==> src/rtl/argmax_engine.sv <==
`default_nettype none
// ============================================================================
// Module   : argmax_engine
// Brief    : Streams FEATURE_ROWS rows and writes each row's argmax class index.
// Revision : 1.0
// ============================================================================

module argmax_engine #(
    parameter int FEATURE_ROWS   = 6,
    parameter int WEIGHT_COLS    = 3,
    parameter int DATA_WIDTH     = 16,
    parameter int SIGNED_DATA    = 1,
    parameter int ROW_ADDR_WIDTH = (FEATURE_ROWS > 1) ? $clog2(FEATURE_ROWS) : 1,
    parameter int IDX_WIDTH      = (WEIGHT_COLS > 1) ? $clog2(WEIGHT_COLS) : 1
) (
    input  logic                              clk,
    input  logic                              reset,
    input  logic                              start,
    output logic                              read_enable,
    output logic [ROW_ADDR_WIDTH-1:0]         read_addr,
    input  logic [WEIGHT_COLS*DATA_WIDTH-1:0] read_data,
    output logic                              write_enable,
    output logic [ROW_ADDR_WIDTH-1:0]         write_addr,
    output logic [IDX_WIDTH-1:0]              write_data,
    output logic [DATA_WIDTH-1:0]             max_value,
    output logic                              busy,
    output logic                              done
);

    localparam logic [ROW_ADDR_WIDTH-1:0] c_LAST_ROW = ROW_ADDR_WIDTH'(FEATURE_ROWS - 1);

    typedef enum logic [1:0] {
        S_IDLE  = 2'd0,
        S_READ  = 2'd1,
        S_DRAIN = 2'd2,
        S_DONE  = 2'd3
    } state_t;

    state_t                    r_state;
    state_t                    w_next_state;
    logic [ROW_ADDR_WIDTH-1:0] r_row;
    logic                      r_drain;
    logic                      r_rd_valid;
    logic [ROW_ADDR_WIDTH-1:0] r_rd_addr;
    logic                      r_wr_en;
    logic [ROW_ADDR_WIDTH-1:0] r_wr_addr;
    logic [IDX_WIDTH-1:0]      r_wr_idx;
    logic [DATA_WIDTH-1:0]     r_wr_max;
    logic [IDX_WIDTH-1:0]      w_idx;
    logic [DATA_WIDTH-1:0]     w_max;

    function automatic logic f_gt(input logic [DATA_WIDTH-1:0] a, input logic [DATA_WIDTH-1:0] b);
        if (SIGNED_DATA != 0) begin
            return $signed(a) > $signed(b);
        end
        return a > b;
    endfunction

    always_ff @(posedge clk) begin
        if (reset) begin
            r_state <= S_IDLE;
        end else begin
            r_state <= w_next_state;
        end
    end

    always_comb begin
        w_next_state = r_state;
        case (r_state)
            S_IDLE:  if (start) w_next_state = S_READ;
            S_READ:  if (r_row == c_LAST_ROW) w_next_state = S_DRAIN;
            S_DRAIN: if (r_drain) w_next_state = S_DONE;
            S_DONE:  w_next_state = S_IDLE;
            default: w_next_state = S_IDLE;
        endcase
    end

    // Row counter parks on the last row so read_addr never wraps past it.
    always_ff @(posedge clk) begin
        if (reset) begin
            r_row   <= '0;
            r_drain <= 1'b0;
        end else begin
            case (r_state)
                S_IDLE: begin
                    r_row   <= '0;
                    r_drain <= 1'b0;
                end
                S_READ: begin
                    if (r_row != c_LAST_ROW) begin
                        r_row <= r_row + ROW_ADDR_WIDTH'(1);
                    end
                end
                S_DRAIN: r_drain <= ~r_drain;
                default: r_drain <= 1'b0;
            endcase
        end
    end

    // Ties keep the earliest column because only a strictly larger element wins.
    always_comb begin
        w_max = read_data[DATA_WIDTH-1:0];
        w_idx = '0;
        for (int c = 1; c < WEIGHT_COLS; c++) begin
            if (f_gt(read_data[c*DATA_WIDTH +: DATA_WIDTH], w_max)) begin
                w_max = read_data[c*DATA_WIDTH +: DATA_WIDTH];
                w_idx = IDX_WIDTH'(c);
            end
        end
    end

    always_ff @(posedge clk) begin
        if (reset) begin
            r_rd_valid <= 1'b0;
            r_rd_addr  <= '0;
            r_wr_en    <= 1'b0;
            r_wr_addr  <= '0;
            r_wr_idx   <= '0;
            r_wr_max   <= '0;
        end else begin
            r_rd_valid <= read_enable;
            r_rd_addr  <= read_addr;
            r_wr_en    <= r_rd_valid;
            if (r_rd_valid) begin
                r_wr_addr <= r_rd_addr;
                r_wr_idx  <= w_idx;
                r_wr_max  <= w_max;
            end
        end
    end

    assign read_enable  = (r_state == S_READ);
    assign read_addr    = r_row;
    assign write_enable = r_wr_en;
    assign write_addr   = r_wr_addr;
    assign write_data   = r_wr_idx;
    assign max_value    = r_wr_max;
    assign busy         = (r_state == S_READ) || (r_state == S_DRAIN);
    assign done         = (r_state == S_DONE);

endmodule

`default_nettype wire

==> config.mk <==
export PLATFORM = sky130hd
export DESIGN_NAME = argmax_engine
export DESIGN_NICKNAME = d
export VERILOG_FILES = /design/src/rtl/argmax_engine.sv
export SDC_FILE = /design/constraint.sdc
export NUM_CORES = 1
export LEC_CHECK = 0
export BUFFER_PORTS_ARGS = -buffer_cell sky130_fd_sc_hd__clkbuf_2
export CAP_MARGIN = 5
export CORE_MARGIN = 2
export CORE_UTILIZATION = 52
export DETAILED_ROUTE_END_ITERATION = 7
export GPL_TIMING_DRIVEN = 0
export PLACE_DENSITY = 0.88
export SYNTH_ARGS = -nofsm -noshare
export SYNTH_HDL_FRONTEND = slang
export SYNTH_SLANG_ARGS = --single-unit
==> constraint.sdc <==
create_clock -name clk -period 5.45 [get_ports clk]
set_input_delay 1.09 -clock clk [delete_from_list [all_inputs] [get_ports clk]]
set_output_delay 1.09 -clock clk [all_outputs]
set_load 0.01 [all_outputs]
# Yosys cells after proc, flatten, opt, wreduce, memory -nomap -nowiden
# Cells that the tools add are included.
[totals]
ff_bits = 32
inputBits = 51
output_inout_bits = 28
wordCells = 38
[classes]
addsub = 1
order_cmp = 2
n_eq_ne = 9
muxes = 11
bitwise = 1
reduce_logical = 5
[op_table]
columns = ["operator", "n"]
rows = [
  ["16-bit greater-than comparator", 2],
  ["16-bit 2-to-1 mux", 2],
  ["2-bit 2-to-1 mux", 4],
  ["2-bit case mux with 4 select lines", 1],
  ["3-bit case mux with 2 select lines", 1],
  ["2-bit == test, second input constant", 2],
  ["2-bit by 1-bit inequality test with 1-bit output, second input constant", 2],
  ["2-bit inequality test, second input constant", 2],
  ["3-bit by 1-bit adder with 3-bit output, second input constant", 1],
  ["3-bit == test, second input constant", 1],
  ["3-bit 2-to-1 mux", 1],
  ["3-bit inequality test, second input constant", 1],
  ["3-bit AND reduction", 1],
  ["2-bit by 1-bit == test with 1-bit output, second input constant", 1],
  ["2-bit logical NOT", 1],
  ["1-bit case mux with 2 select lines", 1],
  ["2-bit AND reduction", 1],
  ["2-bit nonzero test", 1],
  ["1-bit logical OR", 1],
  ["1-bit 2-to-1 mux", 1],
  ["1-bit NOT", 1],
]

# Depth between registers and ports, before layout
[depth]
word_depth = 4
depth_mapped = 18

# Worst setup path after synthesis
# No wires, ideal clock.
[synth_timing]
path_type = "input-to-reg"
start = "input read_data[14]"
end = "register r_wr_max[15], in the netlist max_value[15]"
t_arrival_ns = 4.873
t_required_ns = 5.333
slack_ns = 0.459
path_stages = 18
n_path_buf = 3
cell_sequence = "inv_1 -> ha_1 -> a21oi_1 -> nand2_1 -> a221o_1 -> a211o_1 -> buf_2 -> buf_2 -> mux2_2 -> ha_1 -> o21ai_0 -> nor2_1 -> or4b_4 -> a2111o_1 -> o21ai_4 -> buf_6 -> nand2_1 -> a32o_1"
[synth_via]
elab_chain_cells = 4
[synth_lines]
columns = ["element", "line", "source"]
rows = [
  ["start, declared", "21", "input logic [WEIGHT_COLS*DATA_WIDTH-1:0] read_data,"],
  ["16-bit greater-than comparator", "54", "return $signed(a) > $signed(b);"],
  ["16-bit 2-to-1 mux *", "105", "if (f_gt(read_data[c*DATA_WIDTH +: DATA_WIDTH], w_max)) begin"],
  ["16-bit greater-than comparator", "54", ""],
  ["16-bit 2-to-1 mux *", "105", ""],
  ["end signal, assigned", "127", "r_wr_max <= w_max;"],
  ["end, declared", "48", "logic [DATA_WIDTH-1:0] r_wr_max;"],
]
# Mark *: on every way between the ends. The rest lies on a longest branch, timed or not.
# A chain may end at the register's enable or synchronous reset.

# Final worst setup path
[layout_timing]
start = "input read_data[14]"
end = "register r_wr_max[8], in the netlist max_value[8]"
# The elaborated chain is that of the path after synthesis.

==> flow_metrics.py <==
metrics = {
    "setup_path": {
        "cpPeakStageDelay_ns": 0.52,
        "cp_max_fo": 10,
        "crit_chain": "clkbuf_2 > inv_1 > ha_1 > nand4_1 > nor4_2 > a211o_1 > buf_2 > buf_2 > mux2_2 > ha_1 > o21ai_0 > nor2_1 > or4b_4 > a2111o_1 > o21ai_4 > buf_6 > nand2_1 > a32o_1",
        "rrSetupSlack_ns": 3.61,
        "worst_path_max_delay_cell": "or4b_4",
        "cp.depth": 18,
        "critical_path_buf_inv_count": 5,
        "path_delay_family": "compound AO/OA/AOI/OAI gates",
        "startpoint": "read_data[14]",
        "crit_required_ns": 5.64,
        "r2r_cells": 5,
        "worstPathArrival_ns": 5.39,
        "reg2reg_from": "r_rd_valid$_SDFF_PP0_",
        "end_kind": "flop",
        "crit_path_start_kind": "input pin",
        "path_class": "in -> reg",
    },
    "route": {
        "via_count": 2552,
        "drt-wirelength-per-cell_um": 14.37,
        "drt_iter0_drc": 89,
        "drcViolationCount": 0,
        "drt_wl_total_um": 6452,
        "vias_per_cell": 5.684,
        "ant_nets": 0,
        "firstDrtPassIters": 4,
    },
    "die": {
        "design.core.area_mm2": 0.004817,
        "rows": 25,
        "die_width_um": 75.42,
        "pin_count": 79,
        "initial_core_util": 0.5506,
        "die_h_um": 75.42,
        "die-area_mm2": 0.005688,
    },
    "timing": {
        "fin_crit_sh": 0.9541,
        "setup_viol": 0,
        "relSlewSlack": 0.5311,
        "whs_ns": 0.4651,
        "fmax_mhz": 192.3,
        "final_max_slew_viol_count": 0,
        "finalCriticalPeriod_ns": 5.200,
        "finalHoldViolations": 0,
        "tightest_slew_ns": 0.7033,
        "finalSetupTns_ns": 0,
        "rsz0062_at_grt": "false",
        "setup_ws_ns": 0.2499,
        "finClkSkew_ns": 0.001814,
    },
    "synth": {
        "synth_edf_count": 0,
        "synth_top_area_frac": 0.2415,
        "synth-seq-area-share": 0.2415,
        "yosys.area.top_type": "dfxtp_1",
        "ys_async_sr_fraction": 0,
        "ys_top_cells_by_count": "ha_1, mux2i_1, dfxtp_1, nand2_1, inv_1",
        "ys_ff_latch": 32,
        "synth_area_leaders": "dfxtp_1, ha_1, mux2i_1",
        "yosys_warnings": 0,
        "ys_types": 36,
        "synth_cells": 296,
        "syn_nets": 385,
        "ys.flop_type": "dfxtp_1",
        "syn_avg_cell_area_um2": 8.961,
        "post-synth-top-count-cell": "ha_1",
        "syn_area_mm2": 0.002653,
    },
    "power_and_ir_drop": {
        "p_total_uw": 999.3,
        "peakVddDrop_mv": 0.2550,
        "p_leak_uw": 0.001649,
        "p_per_area_mw_per_mm2": 306.6,
    },
    "global_routing": {
        "grt_pass1_wl_um": 10460,
        "overflow": 0,
        "grt_max_degree": 11,
        "track_usage": 0.2395,
        "grt_pass1_vias": 2440,
        "antenna_found_initial": 0,
    },
    "layout": {
        "fillers": 398,
        "antenna_cells": 0,
        "final_util": 0.6766,
        "syn_to_final_growth_pct": 22.88,
        "fin_nets": 470,
        "drive_gt1_frac": 0.3194,
    },
    "min_path": {
        "hold_start": "write_data[0]$_SDFFE_PP0P_",
        "holdPathStages": 1,
        "min_path_type": "reg -> reg",
    },
    "placement": {
        "gp_congestion": 0.8866,
        "dpl.hpwl_um": 5261,
        "dp_slack_ns": -0.1089,
        "io_buffer_count": 78,
    },
    "cts": {
        "cts.path.max_buffers": 2,
        "numCtsBuffers": 5,
        "cts_setup_buffers": 0,
        "root_buffer": "clkbuf_8",
        "cts_num_sinks": 32,
        "worstSkewPairLatency_ns": 0.29,
        "cts_tree": "yes",
        "htreeDepth": 2,
        "cts.clk_slew.worst_paths_ns": 0.07,
        "ctsHoldBuffers": 0,
    },
    "run": {
        "drv_cap": 0,
    },
    "run_status": {
        "status": "complete, no violations",
    },
}
[path summary, 6_finish.rpt]
| check | to |
|---|---|
| worst max-delay path | max_value[8]$_SDFFE_PP0P_ |
| worst min-delay path | write_data[0]$_SDFFE_PP0P_ |
| worst max register to register | max_value[6]$_SDFFE_PP0P_ |
| worst min register to register | write_data[0]$_SDFFE_PP0P_ |
[timing repair]
action	in CTS	in global routing
endpoints found under the hold margin	0	0
setup endpoints to repair	0	15
gates resized for setup	0	1
[final cells by class]
type                    instances  area [um^2]  area share
multi-input cells             225         1847      0.5666
flip-flops and latches         32        640.6      0.1965
repair buffers                 78        390.4      0.1198
clock buffers                   7        96.34     0.02956
inverters                      25        93.84     0.02879
well taps                      67        83.83     0.02572
plain buffers                  14        77.57     0.02380
clock inverters                 1        30.03    0.009213
[registers in the layout (all words and copies together), names as in the netlist]
| register | flops |
|---|---|
| max_value | 16 |
| r_drain | 1 |
| r_rd_addr | 3 |
| r_rd_valid | 1 |
| r_state | 2 |
| read_addr | 3 |
| write_addr | 3 |
| write_data | 2 |
| write_enable | 1 |
[worst reg2reg max path: stages, from the launching register on]
cell,delay (ns)
dfxtp_1,0.31
clkbuf_1,0.30
nor2b_1,0.18
clkbuf_1,0.34
clkbuf_1,0.42
a32o_1,0.24
[metrics by stage]
stage,area [um^2],instances
after detailed placement,3127,441
final,3259,449
after CTS,3253,449
after global placement,3127,441
after global routing,3259,449
after floorplan,2653,296
[cells by family (layout without fill, tap and decap cells)]
group	Yosys count	in the layout	synth area share
AOI/OAI and AO/OA	50	50	0.1500
DFF	32	32	0.2415
adders and majority gates	38	38	0.1792
muxes	53	53	0.2075
and+or+nand+nor	84	84	0.1571
buffers and inverters	39	125	0.06462
[routing by layer]
| layer | vias to the layer above | wire length [um] | GRT usage |
|---|---|---|---|
| li1 | 1241 | - | - |
| met1 | 1210 | 2808 | 0.2894 |
| met2 | 79 | 3113 | 0.4116 |
| met3 | 22 | 303 | 0.04233 |
| met4 | 0 | 226 | 0.1131 |
| met5 | - | 0 | 0 |
[power breakdown]
part / internal [uW] / switching [uW] / total, uW
sequential: 272 / 25.6 / 298
combinational: 207 / 242 / 448
clock: 161 / 92.3 / 254
[cells in the final DEF (no fill, tap or decap), drive strengths merged, types with 3 or more instances in the layout]
cell	count
a21o	3
a21oi	11
nor2b	8
ha	38
or2	16
nor2	19
a32o	16
inv	25
nand2	27
nand4	6
clkbuf	91
nand3	3
mux2i	37
o21ai	7
buf	8
dfxtp	32
mux2	16
Note: power is estimated with default switching activity, not from simulation.
